**config.mk**
```make
export PLATFORM = sky130hd
export DESIGN_NAME = conv2d_mac_engine
export DESIGN_NICKNAME = d
export VERILOG_FILES = /design/src/rtl/conv2d_mac_engine.sv
export SDC_FILE = /design/constraint.sdc
export NUM_CORES = 1
export LEC_CHECK = 0
export ABC_AREA = 1
export BUFFER_PORTS_ARGS = -buffer_cell sky130_fd_sc_hd__buf_2
export CAP_MARGIN = 20
export CELL_PAD_IN_SITES_DETAIL_PLACEMENT = 0
export CELL_PAD_IN_SITES_GLOBAL_PLACEMENT = 2
export CORE_AREA = 2 2 266 268
export CTS_CLUSTER_SIZE = 30
export DETAILED_ROUTE_END_ITERATION = 7
export DIE_AREA = 0 0 268 270
export PLACE_DENSITY = 0.83
export RECOVER_POWER = 50
export SLEW_MARGIN = 20
export SYNTH_ARGS = -nofsm -noshare
export SYNTH_HDL_FRONTEND = slang
export SYNTH_SLANG_ARGS = --single-unit
```
**constraint.sdc**
```tcl
create_clock -name clock -period 9.5 [get_ports clock]
set_input_delay 0.475 -clock clock [delete_from_list [all_inputs] [get_ports clock]]
set_output_delay 0.475 -clock clock [all_outputs]
set_load 0.02 [all_outputs]
```
**src/rtl/conv2d_mac_engine.sv**
```systemverilog
// 2D convolution engine: slides a KER x KER x CH kernel over a CH x IMG x IMG
// signed image using a single time-multiplexed multiplier. Each output pixel is
// accumulated at full precision, arithmetically shifted, saturated, streamed
// out with a one-cycle valid pulse and stored in the full result map.
//
//   state   | meaning
//   --------+-----------------------------------------------------------
//   S_IDLE  | waiting for start; output row/col counters held at 0
//   S_LOAD  | clear accumulator, latch window origin, reset tap counters
//   S_MAC   | one kernel tap per cycle (kc fastest, then kr, then ch)
//   S_WRITE | shift/saturate, register pixel outputs, advance row/col
//   S_DONE  | whole map written; done pulses in the following cycle
module conv2d_mac_engine #(
    parameter int IMG       = 7,
    parameter int KER       = 3,
    parameter int CH        = 1,
    parameter int STRIDE    = 1,
    parameter int WIDTH_BIT = 8,
    parameter int SHIFT     = 0,
    localparam int OUT      = (IMG - KER) / STRIDE + 1,
    localparam int RC_W     = $clog2(OUT) + 1
) (
    input  logic                                          clock,
    input  logic                                          nreset,
    input  logic                                          start,
    input  logic [CH-1:0][IMG-1:0][IMG-1:0][WIDTH_BIT-1:0] inpMatrixI,
    input  logic [CH-1:0][KER-1:0][KER-1:0][WIDTH_BIT-1:0] kernel,
    output logic                                          busy,
    output logic                                          done,
    output logic                                          out_valid,
    output logic [RC_W-1:0]                               out_row,
    output logic [RC_W-1:0]                               out_col,
    output logic [WIDTH_BIT-1:0]                          out_data,
    output logic [OUT-1:0][OUT-1:0][WIDTH_BIT-1:0]         convOut
);

    localparam int N     = KER * KER * CH;
    localparam int ACC_W = 2 * WIDTH_BIT + $clog2(N) + 1;
    localparam int PW    = 2 * WIDTH_BIT;
    localparam int KR_W  = $clog2(KER) + 1;
    localparam int CH_W  = $clog2(CH) + 1;
    localparam int IX_W  = $clog2(IMG) + 1;
    localparam logic signed [ACC_W-1:0] SAT_MAX = ACC_W'(2 ** (WIDTH_BIT - 1) - 1);
    localparam logic signed [ACC_W-1:0] SAT_MIN = ~SAT_MAX;

    generate
        if ((IMG - KER) % STRIDE != 0) begin : g_bad_stride
            $error("conv2d_mac_engine: (IMG-KER) is not a multiple of STRIDE");
        end
    endgenerate

    typedef enum logic [2:0] {S_IDLE, S_LOAD, S_MAC, S_WRITE, S_DONE} state_t;

    state_t                                  r_state;
    state_t                                  w_next;
    logic [RC_W-1:0]                         r_row;
    logic [RC_W-1:0]                         r_col;
    logic [IX_W-1:0]                         r_org_r;
    logic [IX_W-1:0]                         r_org_c;
    logic [KR_W-1:0]                         r_kr;
    logic [KR_W-1:0]                         r_kc;
    logic [CH_W-1:0]                         r_ch;
    logic signed [ACC_W-1:0]                 r_acc;
    logic                                    r_valid;
    logic                                    r_done;
    logic [RC_W-1:0]                         r_out_row;
    logic [RC_W-1:0]                         r_out_col;
    logic [WIDTH_BIT-1:0]                    r_data;
    logic [OUT-1:0][OUT-1:0][WIDTH_BIT-1:0]  r_conv;

    logic                    w_last_tap;
    logic                    w_last_col;
    logic                    w_last_pix;
    logic [IX_W-1:0]         w_img_r;
    logic [IX_W-1:0]         w_img_c;
    logic signed [WIDTH_BIT-1:0] w_pix;
    logic signed [WIDTH_BIT-1:0] w_wt;
    logic signed [PW-1:0]    w_prod;
    logic signed [ACC_W-1:0] w_prod_ext;
    logic signed [ACC_W-1:0] w_shift;
    logic [WIDTH_BIT-1:0]    w_sat;

    assign w_last_tap = (r_kc == KR_W'(KER - 1)) && (r_kr == KR_W'(KER - 1)) &&
                        (r_ch == CH_W'(CH - 1));
    assign w_last_col = (r_col == RC_W'(OUT - 1));
    assign w_last_pix = w_last_col && (r_row == RC_W'(OUT - 1));

    assign w_img_r    = r_org_r + IX_W'(r_kr);
    assign w_img_c    = r_org_c + IX_W'(r_kc);
    assign w_pix      = $signed(inpMatrixI[r_ch][w_img_r][w_img_c]);
    assign w_wt       = $signed(kernel[r_ch][r_kr][r_kc]);
    assign w_prod     = PW'(w_pix) * PW'(w_wt);
    assign w_prod_ext = ACC_W'(w_prod);
    assign w_shift    = r_acc >>> SHIFT;

    // Clamp the shifted accumulator into the signed output range.
    always_comb begin
        w_sat = w_shift[WIDTH_BIT-1:0];
        if (w_shift > SAT_MAX) begin
            w_sat = SAT_MAX[WIDTH_BIT-1:0];
        end else if (w_shift < SAT_MIN) begin
            w_sat = SAT_MIN[WIDTH_BIT-1:0];
        end
    end

    // State register.
    always_ff @(posedge clock or negedge nreset) begin
        if (!nreset) begin
            r_state <= S_IDLE;
        end else begin
            r_state <= w_next;
        end
    end

    // Next-state logic; a start arriving while done is still high is dropped.
    always_comb begin
        w_next = r_state;
        case (r_state)
            S_IDLE:  if (start && !r_done) w_next = S_LOAD;
            S_LOAD:  w_next = S_MAC;
            S_MAC:   if (w_last_tap) w_next = S_WRITE;
            S_WRITE: w_next = w_last_pix ? S_DONE : S_LOAD;
            S_DONE:  w_next = S_IDLE;
            default: w_next = S_IDLE;
        endcase
    end

    // Datapath: window counters, accumulator and registered pixel outputs.
    always_ff @(posedge clock or negedge nreset) begin
        if (!nreset) begin
            r_row     <= '0;
            r_col     <= '0;
            r_org_r   <= '0;
            r_org_c   <= '0;
            r_kr      <= '0;
            r_kc      <= '0;
            r_ch      <= '0;
            r_acc     <= '0;
            r_valid   <= 1'b0;
            r_done    <= 1'b0;
            r_out_row <= '0;
            r_out_col <= '0;
            r_data    <= '0;
            r_conv    <= '0;
        end else begin
            r_valid <= (r_state == S_WRITE);
            r_done  <= (r_state == S_DONE);
            case (r_state)
                S_IDLE: begin
                    r_row <= '0;
                    r_col <= '0;
                end
                S_LOAD: begin
                    r_acc   <= '0;
                    r_org_r <= IX_W'(r_row * STRIDE);
                    r_org_c <= IX_W'(r_col * STRIDE);
                    r_kr    <= '0;
                    r_kc    <= '0;
                    r_ch    <= '0;
                end
                S_MAC: begin
                    r_acc <= r_acc + w_prod_ext;
                    if (r_kc == KR_W'(KER - 1)) begin
                        r_kc <= '0;
                        if (r_kr == KR_W'(KER - 1)) begin
                            r_kr <= '0;
                            r_ch <= r_ch + 1'b1;
                        end else begin
                            r_kr <= r_kr + 1'b1;
                        end
                    end else begin
                        r_kc <= r_kc + 1'b1;
                    end
                end
                S_WRITE: begin
                    r_data              <= w_sat;
                    r_out_row           <= r_row;
                    r_out_col           <= r_col;
                    r_conv[r_row][r_col] <= w_sat;
                    if (w_last_pix) begin
                        r_row <= '0;
                        r_col <= '0;
                    end else if (w_last_col) begin
                        r_col <= '0;
                        r_row <= r_row + 1'b1;
                    end else begin
                        r_col <= r_col + 1'b1;
                    end
                end
                default: ;
            endcase
        end
    end

    assign busy      = (r_state == S_LOAD) || (r_state == S_MAC) || (r_state == S_WRITE);
    assign done      = r_done;
    assign out_valid = r_valid;
    assign out_row   = r_out_row;
    assign out_col   = r_out_col;
    assign out_data  = r_data;
    assign convOut   = r_conv;

endmodule
```
==> results of run 1 <==
-- routing by layer --
| metal | track usage [%] | up-vias | share of wire, % |
|---|---|---|---|
| li1 | - | 9731 | - |
| met5 | 0 | - | 0.041 |
| met1 | 31.55 | 9612 | 43 |
| met4 | 8.909 | 6 | 3.7 |
| met2 | 38.98 | 657 | 47 |
| met3 | 4.404 | 145 | 6.7 |
-- worst max-delay path, delay by kind of cell, from the launching register on --
| kind | cells | cell delay [ps] |
|---|---|---|
| flops | 1 | 400 |
| fa+ha+maj | 7 | 3830 |
| xor+xnor | 1 | 130 |
| compound gates | 4 | 770 |
| buf+inv | 6 | 1310 |
| simple gates | 11 | 1120 |
-- cells by family after synthesis --
group / synth area share, %
adders and majority gates: 13.13
DFF: 33.70
AOI/OAI and AO/OA: 13.84
xor gates and xnor gates: 0.7496
and+or+nand+nor: 28.96
buffers and inverters: 9.616
-- placed cells by master, fill, tap and decap left out, drive strengths merged --
cell | synthesis | final
nand2 | 556 | 556
buf | 126 | 547
nor2 | 450 | 450
dfrtp | 263 | 263
nand3 | 263 | 263
inv | 232 | 233
clkbuf | 42 | 197
a31oi | 182 | 182
a21oi | 160 | 160
o21ai | 99 | 99
fa | 95 | 95
ha | 53 | 53
o211ai | 21 | 21
diode | 0 | 20
or2 | 19 | 19
clkinv | 4 | 11
nand4 | 8 | 8
xor2 | 8 | 8
xnor2 | 7 | 7
o22ai | 6 | 6
bufinv | 0 | 6
nor3 | 5 | 5
nand3b | 4 | 4
a32o | 2 | 2
nor4 | 2 | 2
a22o | 2 | 2
a22oi | 1 | 1
a21o | 1 | 1
o32ai | 1 | 1
o41ai | 1 | 1
nor3b | 1 | 1
-- final timing paths --
check                                    endpoint  slack, ps  cells after the start
max in group asynchronous  out_col[2]$_DFFE_PN0P_       3880                      1
min reg2reg                out_row[2]$_DFFE_PN0P_        480                      2
max                         r_acc[14]$_DFFE_PN0N_       1820                     29
min in group asynchronous  convOut[0]$_DFFE_PN0P_       2220                      1
max reg2reg                 r_acc[14]$_DFFE_PN0N_       1820                     29
min                        out_row[2]$_DFFE_PN0P_        480                      2
-- state kept, by name (all words and copies together) (netlist names), 3 cells and up --
register / count
r_col: 4
convOut: 200
out_row: 4
out_data: 8
r_kc: 3
r_org_c: 3
out_col: 4
r_kr: 3
r_org_r: 3
r_state: 3
r_acc: 21
r_row: 4
-- layout make-up --
cell class	count	share of cell area [%]
Timing Repair Buffer	713	14.37
Tap cell	940	4.853
Clock inverter	14	0.9395
Sequential cell	263	27.15
Multi-Input combinational cell	1947	45.82
Inverter	236	3.686
Clock buffer	31	2.974
Antenna cell	20	0.2065
-- stage by stage --
stage          setup slack, ps  instance area [sq um]
6_report                  1821                  24240
5_1_grt                   1249                  24230
4_1_cts                   1878                  24410
3_5_place_dp              1912                  23460
3_3_place_gp              1966                  23460
2_1_floorplan             3078                  19530
==> impl_metrics.py, run 1 <==
metrics = {
    "flow_run": {
        "cap_violations": 1,
    },
    "sta": {
        "fin_setup_tns_ps": 0,
        "max_slew.worst_pin.slew_ps": 6141,
        "slew_violations": 112,
        "fin_skew_ps": 7.737,
        "hold_ws_ps": 476.6,
        "setup_viol": 0,
        "hold_violations": 0,
        "rsz0062_at_grt": "no",
        "finalCritPeriodShare_pct": 80.83,
        "max_freq_ghz": 0.1302,
        "min_period_ps": 7679,
        "slew_headroom_pct": -309.4,
    },
    "final_layout": {
        "nets": 3803,
        "utilization_pct": 34.85,
        "drive_gt1_share_pct": 21.04,
        "nFillCells": 7772,
        "synthToLayoutAreaGrowth_pct": 24.10,
        "final_cell_count_no_fill": 4164,
        "register_area_sq_um": 6581,
        "multiInputGateArea_sq_um": 11110,
    },
    "hold_path": {
        "hold_class": "reg2reg",
        "min_from": "out_row[2]$_DFFE_PN0P_",
    },
    "synthesis": {
        "ys_seq_area_share_pct": 33.70,
        "synth_edf_count": 0,
        "async_flop_share_pct": 100.0,
        "synth.cell_area_sq_um": 19530,
        "synth_cells": 2614,
        "yosys_most_used_dff": "dfrtp_1",
        "ys_ff_latch": 263,
        "syn_nets": 3229,
        "syn_avg_cell_area_sq_um": 7.471,
        "yosys-top-cells-area": "dfrtp_1 (34%), nand2_1 (11%), fa_1 (9.7%)",
        "ys_types": 46,
        "synth_common_cells": "nand2_1 (549), nor2_1 (423), dfrtp_1 (263)",
        "ys_warn_count": 0,
        "yosys.area.top_type": "dfrtp_1",
        "yosysTopAreaCellShare_pct": 33.70,
        "yosysMostFrequentCell": "nand2_1",
    },
    "grt": {
        "first_global_vias": 20220,
        "grt_pass1_wl_mm": 130.8,
        "grt_max_degree": 168,
        "grt_usage_pct": 23.96,
        "antenna_found_initial": 26,
        "overflow": 0,
    },
    "place": {
        "gp_congestion": 0.9096,
        "place_inst": 4099,
        "io_buffers": 685,
        "hpwl_mm": 69.38,
    },
    "clocking": {
        "cts_tree": "built",
        "clock_sinks": 263,
        "ctsResizeCount": 0,
        "cts_setup_buffers": 0,
        "root_buffer": "clkbuf_16",
        "path_clk_slew_ps": 60,
        "htree_levels": 1,
        "insertion_delay_ps": 540,
        "cts_buffers": 27,
        "postCtsHoldBufs": 0,
        "cts_buffer_depth": 3,
    },
    "die": {
        "coreArea_sq_um": 69540,
        "ios": 686,
        "initial_core_util_pct": 28.08,
        "die-area_sq_um": 72360,
        "die_w_um": 268,
        "die_h_um": 270,
        "fp-row-count": 97,
    },
    "worst_setup_path": {
        "crit_start": "r_kr[1]$_DFFE_PN0P_",
        "worstPathMaxFanout": 35,
        "criticalPathCategory": "reg2reg",
        "worstPathRequired_ps": 9950,
        "cpPeakStageDelay_ps": 890,
        "cp-end-kind": "flop",
        "cp_slowest_cell": "fa_4",
        "critPathLaunchType": "flop",
        "rr_startpoint": "r_kr[1]$_DFFE_PN0P_",
        "cp_common_cell": "nand2_1",
        "worstPathArrival_ps": 8130,
    },
    "routing": {
        "ant_nets": 0,
        "vias_per_cell": 4.839,
        "drc": 0,
        "vias": 20150,
        "wire_per_inst_um": 21.34,
        "wirelength_mm": 88.85,
        "drt_iter0_markers": 1663,
        "dr.pass1.iters": 5,
    },
    "outcome": {
        "violations": "max-capacitance violations, max-slew violations",
        "status": "complete, but fails checks",
    },
}
Power of run 1 is left out: the tool's default activity adds up to more than one toggle a clock period on the data nets, which glitch-free logic cannot reach.
==> inputs of run 2 (changes only) <==
Settings changed: ABC_AREA 1 to 0, PLACE_DENSITY 0.83 to 0.77.
Clock period 9.5 ns to 7.1 ns, I/O delays scaled along.
==> run 2 against run 1 <==
Compared with the run above:
- sequential share of layout area decreased by 2.5 points
- utilization is 3.5 points higher
- synthesized cell count is 19% lower
- first-iteration DRC count fell by 6.6%
- clock skew grew 59 ps
- setup slack lost 2000 ps
- maximum frequency grew 5.9%
- the run ends with max-capacitance violations, max-slew violations, negative setup slack left
- global-route usage is 3.0 points higher
- non-clock buffer count increased by 242
- clock-buffer cell count is 9 higher
- critical path type unchanged
- critical path depth grew 2
- register-to-register slack lost 2000 ps
==> impl_metrics.py, run 2 <==
metrics = {
    "final_layout": {
        "final_cell_mix": "buf_2 (467), nand2_1 (360), dfrtp_1 (263)",
        "drive_gt1_share_pct": 33.54,
        "synthToLayoutAreaGrowth_pct": 41.81,
        "mostFrequentLayoutCell": "buf_2",
        "largest_reg_flops": 200,
        "nets": 3546,
        "final_cell_count_no_fill": 3907,
    },
    "worst_setup_path": {
        "rr_startpoint": "r_org_r[0]$_DFFE_PN0P_",
        "cpPeakStageDelay_ps": 610,
        "criticalPathCategory": "reg2reg",
        "critPathLaunchType": "flop",
        "cp-end-kind": "flop",
        "r2r_cells": 31,
        "timing.rr.end": "r_acc[17]$_DFFE_PN0N_",
        "worstPathRequired_ps": 7540,
        "worstPathMaxFanout": 7,
        "cp_slowest_cell": "fa_1",
        "cp_common_cell": "fa_1",
        "worstPathArrival_ps": 7700,
        "rrSetupSlack_ps": -150,
    },
    "grt": {
        "gr-usage-met2_pct": 46.28,
        "first_global_vias": 20690,
        "grt_max_degree": 112,
        "overflow": 0,
        "antenna_found_initial": 22,
        "gr-max-usage-layer": "met2",
        "grtUsageMet1_pct": 34.10,
        "grt_usage_pct": 26.98,
        "use_met3_pct": 3.446,
        "grt_pass1_wl_mm": 144.5,
    },
    "die": {
        "die_w_um": 268,
        "fp-row-count": 97,
        "ios": 686,
        "die-area_sq_um": 72360,
        "coreArea_sq_um": 69540,
        "initial_core_util_pct": 27.06,
        "die_h_um": 270,
    },
    "sta": {
        "setup_slack_ps": -153.0,
        "max_slew.worst_pin.slew_ps": 6312,
        "finalCritPeriodShare_pct": 102.2,
        "setup_viol": 6,
        "min_period_ps": 7253,
        "fin_skew_ps": 66.49,
        "max_freq_ghz": 0.1379,
        "hold_violations": 0,
        "slew_violations": 112,
        "rsz0062_at_grt": "yes",
        "slew_headroom_pct": -320.8,
    },
    "flow_run": {
        "cap_violations": 2,
    },
    "synthesis": {
        "ys_types": 78,
        "ys_warn_count": 0,
        "synth_cells": 2110,
        "async_flop_share_pct": 100.0,
        "synth.cell_area_sq_um": 18820,
        "syn_nets": 2725,
        "synth_edf_count": 0,
        "yosys.area.top_type": "dfrtp_1",
        "yosysTopAreaCellShare_pct": 34.97,
        "yosys_most_used_dff": "dfrtp_1",
        "yosys-top-cells-area": "dfrtp_1 (35%), fa_1 (10%), nand2_1 (7.4%)",
        "yosysMostFrequentCell": "nand2_1",
        "ys_ff_latch": 263,
        "synth_common_cells": "nand2_1 (369), dfrtp_1 (263), o21ai_0 (230)",
        "syn_avg_cell_area_sq_um": 8.920,
        "ys_seq_area_share_pct": 34.97,
    },
    "hold_path": {
        "hold_class": "in2reg",
        "hold_depth": 4,
        "whs_endpoint": "r_state[0]$_DFFE_PN0P_",
        "min_from": "start",
    },
    "outcome": {
        "violations": "max-capacitance violations, max-slew violations, negative setup slack",
        "status": "complete, but fails checks",
    },
    "routing": {
        "drt_iter0_markers": 1553,
        "ant_nets": 0,
        "vias_per_cell": 5.164,
        "wirelength_mm": 100.6,
        "drc": 0,
        "wire_per_inst_um": 25.75,
        "vias": 20170,
        "dr.pass1.iters": 6,
    },
    "clocking": {
        "insertion_delay_ps": 590,
        "cts_tree": "built",
        "root_buffer": "clkbuf_16",
        "cts_buffer_depth": 3,
        "clock_sinks": 263,
        "path_clk_slew_ps": 70,
        "cts_buffers": 28,
        "htree_levels": 1,
    },
    "place": {
        "io_buffers": 685,
        "place_inst": 3792,
        "dp_slack_ps": -411.4,
        "gp_congestion": 0.9630,
        "hpwl_mm": 81.29,
    },
    "power": {
        "total_power_uw": 10350,
        "p_per_area_nw_per_um2": 387.8,
        "leakage_uw": 0.01253,
        "ir_drop_v": 0.0006441,
    },
}
==> run 2: final cells by class <==
class | instances | area [sq um]
fillers | 7339 | 42850
multi-input cells | 1555 | 11870
flip-flops and latches | 263 | 6581
repair buffers | 955 | 5625
well taps | 940 | 1176
clock buffers | 40 | 795.8
inverters | 128 | 480.5
clock inverters | 8 | 120.1
diodes | 18 | 45.04
==> run 2: cells by family (layout without fill, tap and decap cells) <==
kind of cell               Yosys count  count (layout)  synth area share, %
AOI/OAI and AO/OA                  577             577                19.63
xor gates and xnor gates            31              32                1.642
adders and majority gates          148             148                13.63
buffers and inverters              293            1131                6.349
DFF                                263             263                34.97
muxes                              124             124                8.091
other                                0              18                    0
and+or+nand+nor                    674             674                15.69
==> run 2: critical path: cells and delay by family (launching register included) <==
family                     cells  cell delay [ps]
AOI/OAI and AO/OA              6             1150
xor gates and xnor gates       2              550
adders and majority gates      8             3260
buffers and inverters         10             1220
DFF                            1              370
and+or+nand+nor                5              590
==> run 2: worst max-delay path by stage <==
stage / to / cells past startpoint / from
after floorplan: r_acc[18]$_DFFE_PN0N_ / 31 / r_kr[1]$_DFFE_PN0P_
after global placement: r_acc[18]$_DFFE_PN0N_ / 29 / r_org_r[0]$_DFFE_PN0P_
after detailed placement: r_acc[20]$_DFFE_PN0N_ / 28 / r_org_r[0]$_DFFE_PN0P_
after CTS: r_acc[16]$_DFFE_PN0N_ / 28 / r_org_r[0]$_DFFE_PN0P_
after global routing: r_acc[16]$_DFFE_PN0N_ / 28 / r_org_r[0]$_DFFE_PN0P_
final: r_acc[17]$_DFFE_PN0N_ / 31 / r_org_r[0]$_DFFE_PN0P_
==> run 2: what timing repair did <==
item,CTS,global route
hold buffers,1,0
setup buffers,24,24
pin swaps,61,76
gates cloned,4,2
gates resized for setup,70,107
endpoints found under the hold margin,109,0
endpoints found under the setup margin,11,13
==> run 2: stage by stage <==
stage | hold slack, ps | util, % | setup TNS (ps) | cell area [sq um]
6_report | 170.9 | 38.38 | -578.7 | 26690
5_1_grt | 191.1 | 38.37 | -32420 | 26690
4_1_cts | 143.8 | 37.81 | -432.3 | 26290
3_5_place_dp | 464.6 | 35.61 | -3052 | 24770
3_3_place_gp | 459.0 | 35.60 | -3177 | 24760
2_1_floorplan | 59.41 | - | -14.13 | 18910
==> run 2: where the power goes <==
group	total (uW)	switching (uW)	internal [uW]
combinational	6980	3710	3270
clock	1480	630	851
sequential	1890	149	1740
total	10300	4480	5870
==> run 2: per-layer routing <==
layer  share of wire [%]  up-vias
li1                    -     9049
met3                 5.7      193
met4                 4.5        4
met5               0.027        -
met1                  41    10120
met2                  49      806
(Power assumes the default switching activity.)
==> inputs of run 3 (changes only) <==
Settings changed: CORE_AREA 2 2 266 268 to 2 2 269 271, CTS_BUF_LIST from default to sky130_fd_sc_hd__clkbuf_8, DIE_AREA 0 0 268 270 to 0 0 271 273, PLACE_DENSITY 0.77 to 0.75.
==> run 3 against run 2 <==
Compared with the run above:
- the flow still finishes with violations (max-capacitance violations, max-slew violations, negative setup slack)
- die area increased by 2.2%
- cell area fell by 1.5%
- maximum frequency fell by 0.12%
- critical path type unchanged
- highest routed layer unchanged
==> impl_metrics.py, run 3 (synthesized netlist as in run 2, its figures left out) <==
metrics = {
    "clocking": {
        "insertion_delay_ps": 590,
        "clock_sinks": 263,
        "cts_buffers": 44,
        "cts_tree": "built",
        "path_clk_slew_ps": 70,
        "htree_levels": 2,
        "root_buffer": "clkbuf_8",
        "cts_buffer_depth": 3,
    },
    "place": {
        "place_inst": 3810,
        "io_buffers": 685,
        "place_area_sq_um": 24820,
        "hpwl_mm": 81.68,
        "gp_congestion": 0.9810,
    },
    "routing": {
        "dr.pass1.iters": 5,
        "wire_per_inst_um": 25.38,
        "ant_nets": 0,
        "drc": 0,
        "drt_iter0_markers": 1492,
        "vias_per_cell": 5.060,
        "wirelength_mm": 100.3,
        "vias": 20000,
    },
    "worst_setup_path": {
        "critPathLaunchType": "flop",
        "worstPathMaxFanout": 6,
        "cp_slowest_cell": "fa_1",
        "worstPathRequired_ps": 7540,
        "rrSetupSlack_ps": -160,
        "cp-endpoint": "r_acc[16]$_DFFE_PN0N_",
        "cpPeakStageDelay_ps": 580,
        "rr_startpoint": "r_kr[0]$_DFFE_PN0P_",
        "path_buf_inv": 6,
        "critPathTopFamily": "adder cells",
        "worstPathArrival_ps": 7700,
        "criticalPathCategory": "reg2reg",
        "cp-end-kind": "flop",
        "r2r_cells": 26,
        "cp_common_cell": "fa_1",
        "crit_start": "r_kr[0]$_DFFE_PN0P_",
        "timing.rr.end": "r_acc[16]$_DFFE_PN0N_",
        "worstSetupPathDepth": 26,
    },
    "sta": {
        "slew_violations": 160,
        "hold_violations": 0,
        "finalCritPeriodShare_pct": 102.3,
        "setup_viol": 9,
        "min_period_ps": 7261,
        "slew_headroom_pct": -180.2,
        "max_slew.worst_pin.slew_ps": 4203,
        "setup_slack_ps": -161.4,
        "rsz0062_at_grt": "yes",
        "max_freq_ghz": 0.1377,
        "fin_skew_ps": 33.50,
    },
    "die": {
        "initial_core_util_pct": 26.51,
        "ios": 686,
        "die_w_um": 271,
        "die_h_um": 273,
        "coreArea_sq_um": 71000,
        "die-area_sq_um": 73980,
        "fp-row-count": 98,
    },
    "power": {
        "switchingPower_uw": 4293,
        "clkPwrFrac_pct": 13.8,
        "p_per_area_nw_per_um2": 371.5,
        "ir_drop_v": 0.0004734,
        "power_frac_seq_pct": 19.4,
        "leakage_uw": 0.01261,
        "p_sw_share_pct": 43.96,
        "pwr-share-comb_pct": 66.8,
        "p_int_uw": 5472,
    },
    "final_layout": {
        "nFillCells": 7478,
        "design_area_sq_um": 26280,
        "final_cell_mix": "buf_2 (481), nand2_1 (366), dfrtp_1 (263)",
        "synthToLayoutAreaGrowth_pct": 39.66,
        "final_cell_count_no_fill": 3952,
        "nets": 3564,
        "largest_reg_flops": 200,
        "drive_gt1_share_pct": 32.73,
        "mostFrequentLayoutCell": "buf_2",
    },
    "grt": {
        "antenna_found_initial": 28,
        "grt_usage_pct": 26.09,
        "grt_max_degree": 190,
        "grt_pass1_wl_mm": 143.0,
        "first_global_vias": 20440,
        "overflow": 0,
    },
    "flow_run": {
        "cap_violations": 2,
    },
    "hold_path": {
        "hold_class": "in2reg",
    },
    "outcome": {
        "status": "complete, but fails checks",
        "violations": "max-capacitance violations, max-slew violations, negative setup slack",
    },
}
## run 3: changes by cell type in the layout (fill, tap and decap cells not counted), moves of 5 or more
cell       before  now
nor2_2         10    4
clkbuf_8        5   50
nand2_1       360  366
nor2_1        101  108
clkbuf_1      228  205
o21ai_1        15    8
o21ai_0       214  221
clkbuf_16      31    1
buf_4         219  225
buf_2         467  481
inv_1         117  134
ha_1           41   46
## run 3: worst reg2reg max path: stages, from the launching register on
cell      delay, ps
dfrtp_1         360
ha_2            180
inv_2            30
fa_2            350
xnor3_4         400
buf_12          180
buf_8           120
buf_12          120
mux2i_1         170
a32o_1          210
a211oi_2         70
a31o_2          270
a211oi_4        310
buf_4           250
o22ai_1         130
fa_1            580
fa_1            460
fa_1            520
fa_1            540
ha_1            320
ha_1            220
or3_1           410
o22a_1          280
a211oi_4        300
buf_4           160
xor2_1          130
o21ai_1          70
## run 3: power groups by stage
| stage | sequential, uW | combinational [uW] | clock [uW] |
|---|---|---|---|
| after global routing | 1910 | 7230 | 1460 |
| final | 1900 | 6520 | 1340 |
| after global placement | 1910 | 5990 | 0 |
| after floorplan | 2010 | 3460 | 0 |
| after CTS | 1890 | 6310 | 1380 |
| after detailed placement | 1910 | 6070 | 0 |
## run 3: through the flow
stage / setup slack, ps / power (uW) / util, % / setup TNS, ps / hold WS [ps]
2_1_floorplan: -14.13 / 5474 / - / -14.13 / 59.41
3_3_place_gp: -376.6 / 7898 / 34.95 / -2514 / 371.4
3_5_place_dp: -374.4 / 7987 / 34.96 / -2642 / 368.7
4_1_cts: -157.5 / 9580 / 36.75 / -805.6 / 91.04
5_1_grt: -405.9 / 10610 / 37.01 / -3188 / 142.4
6_report: -161.4 / 9764 / 37.02 / -1076 / 124.7
## run 3: layout make-up
cell class	instances	area, sq um	area share, %
Multi-Input combinational cell	1556	11490	43.73
Clock buffer	50	688.2	2.618
Clock inverter	29	180.2	0.6855
Inverter	128	480.5	1.828
Tap cell	950	1189	4.522
Timing Repair Buffer	956	5620	21.38
Antenna cell	20	50.05	0.1904
Sequential cell	263	6581	25.04
## run 3: metal layers
metal  share of wire [%]  vias to the layer above  global-route usage [%]  routed length (um)
li1                    -                     9100                       -                   -
met1                  41                     9941                   33.05               41460
met2                  49                      780                   44.98               49260
met3                 5.8                      172                   4.235                5802
met4                 3.7                        6                   9.072                3755
met5               0.034                        -                       0                  34
## run 3: repair_timing
action                                  CTS  global route
gates resized for setup                  45            51
buffers inserted                         21            17
hold buffers                              1             0
hold endpoints to repair                 74             0
endpoints found under the setup margin   11            12
cloned                                    3             2
pin swaps                                44            42
## run 3: worst min-delay path by stage
| stage | startpoint | to | cells after the start |
|---|---|---|---|
| floorplan | nreset | convOut[0]$_DFFE_PN0P_ | 0 |
| global placement | nreset | convOut[153]$_DFFE_PN0P_ | 1 |
| detailed placement | nreset | convOut[153]$_DFFE_PN0P_ | 1 |
| CTS | start | r_state[0]$_DFFE_PN0P_ | 4 |
| global route | start | r_state[0]$_DFFE_PN0P_ | 4 |
| finish | start | r_state[0]$_DFFE_PN0P_ | 4 |
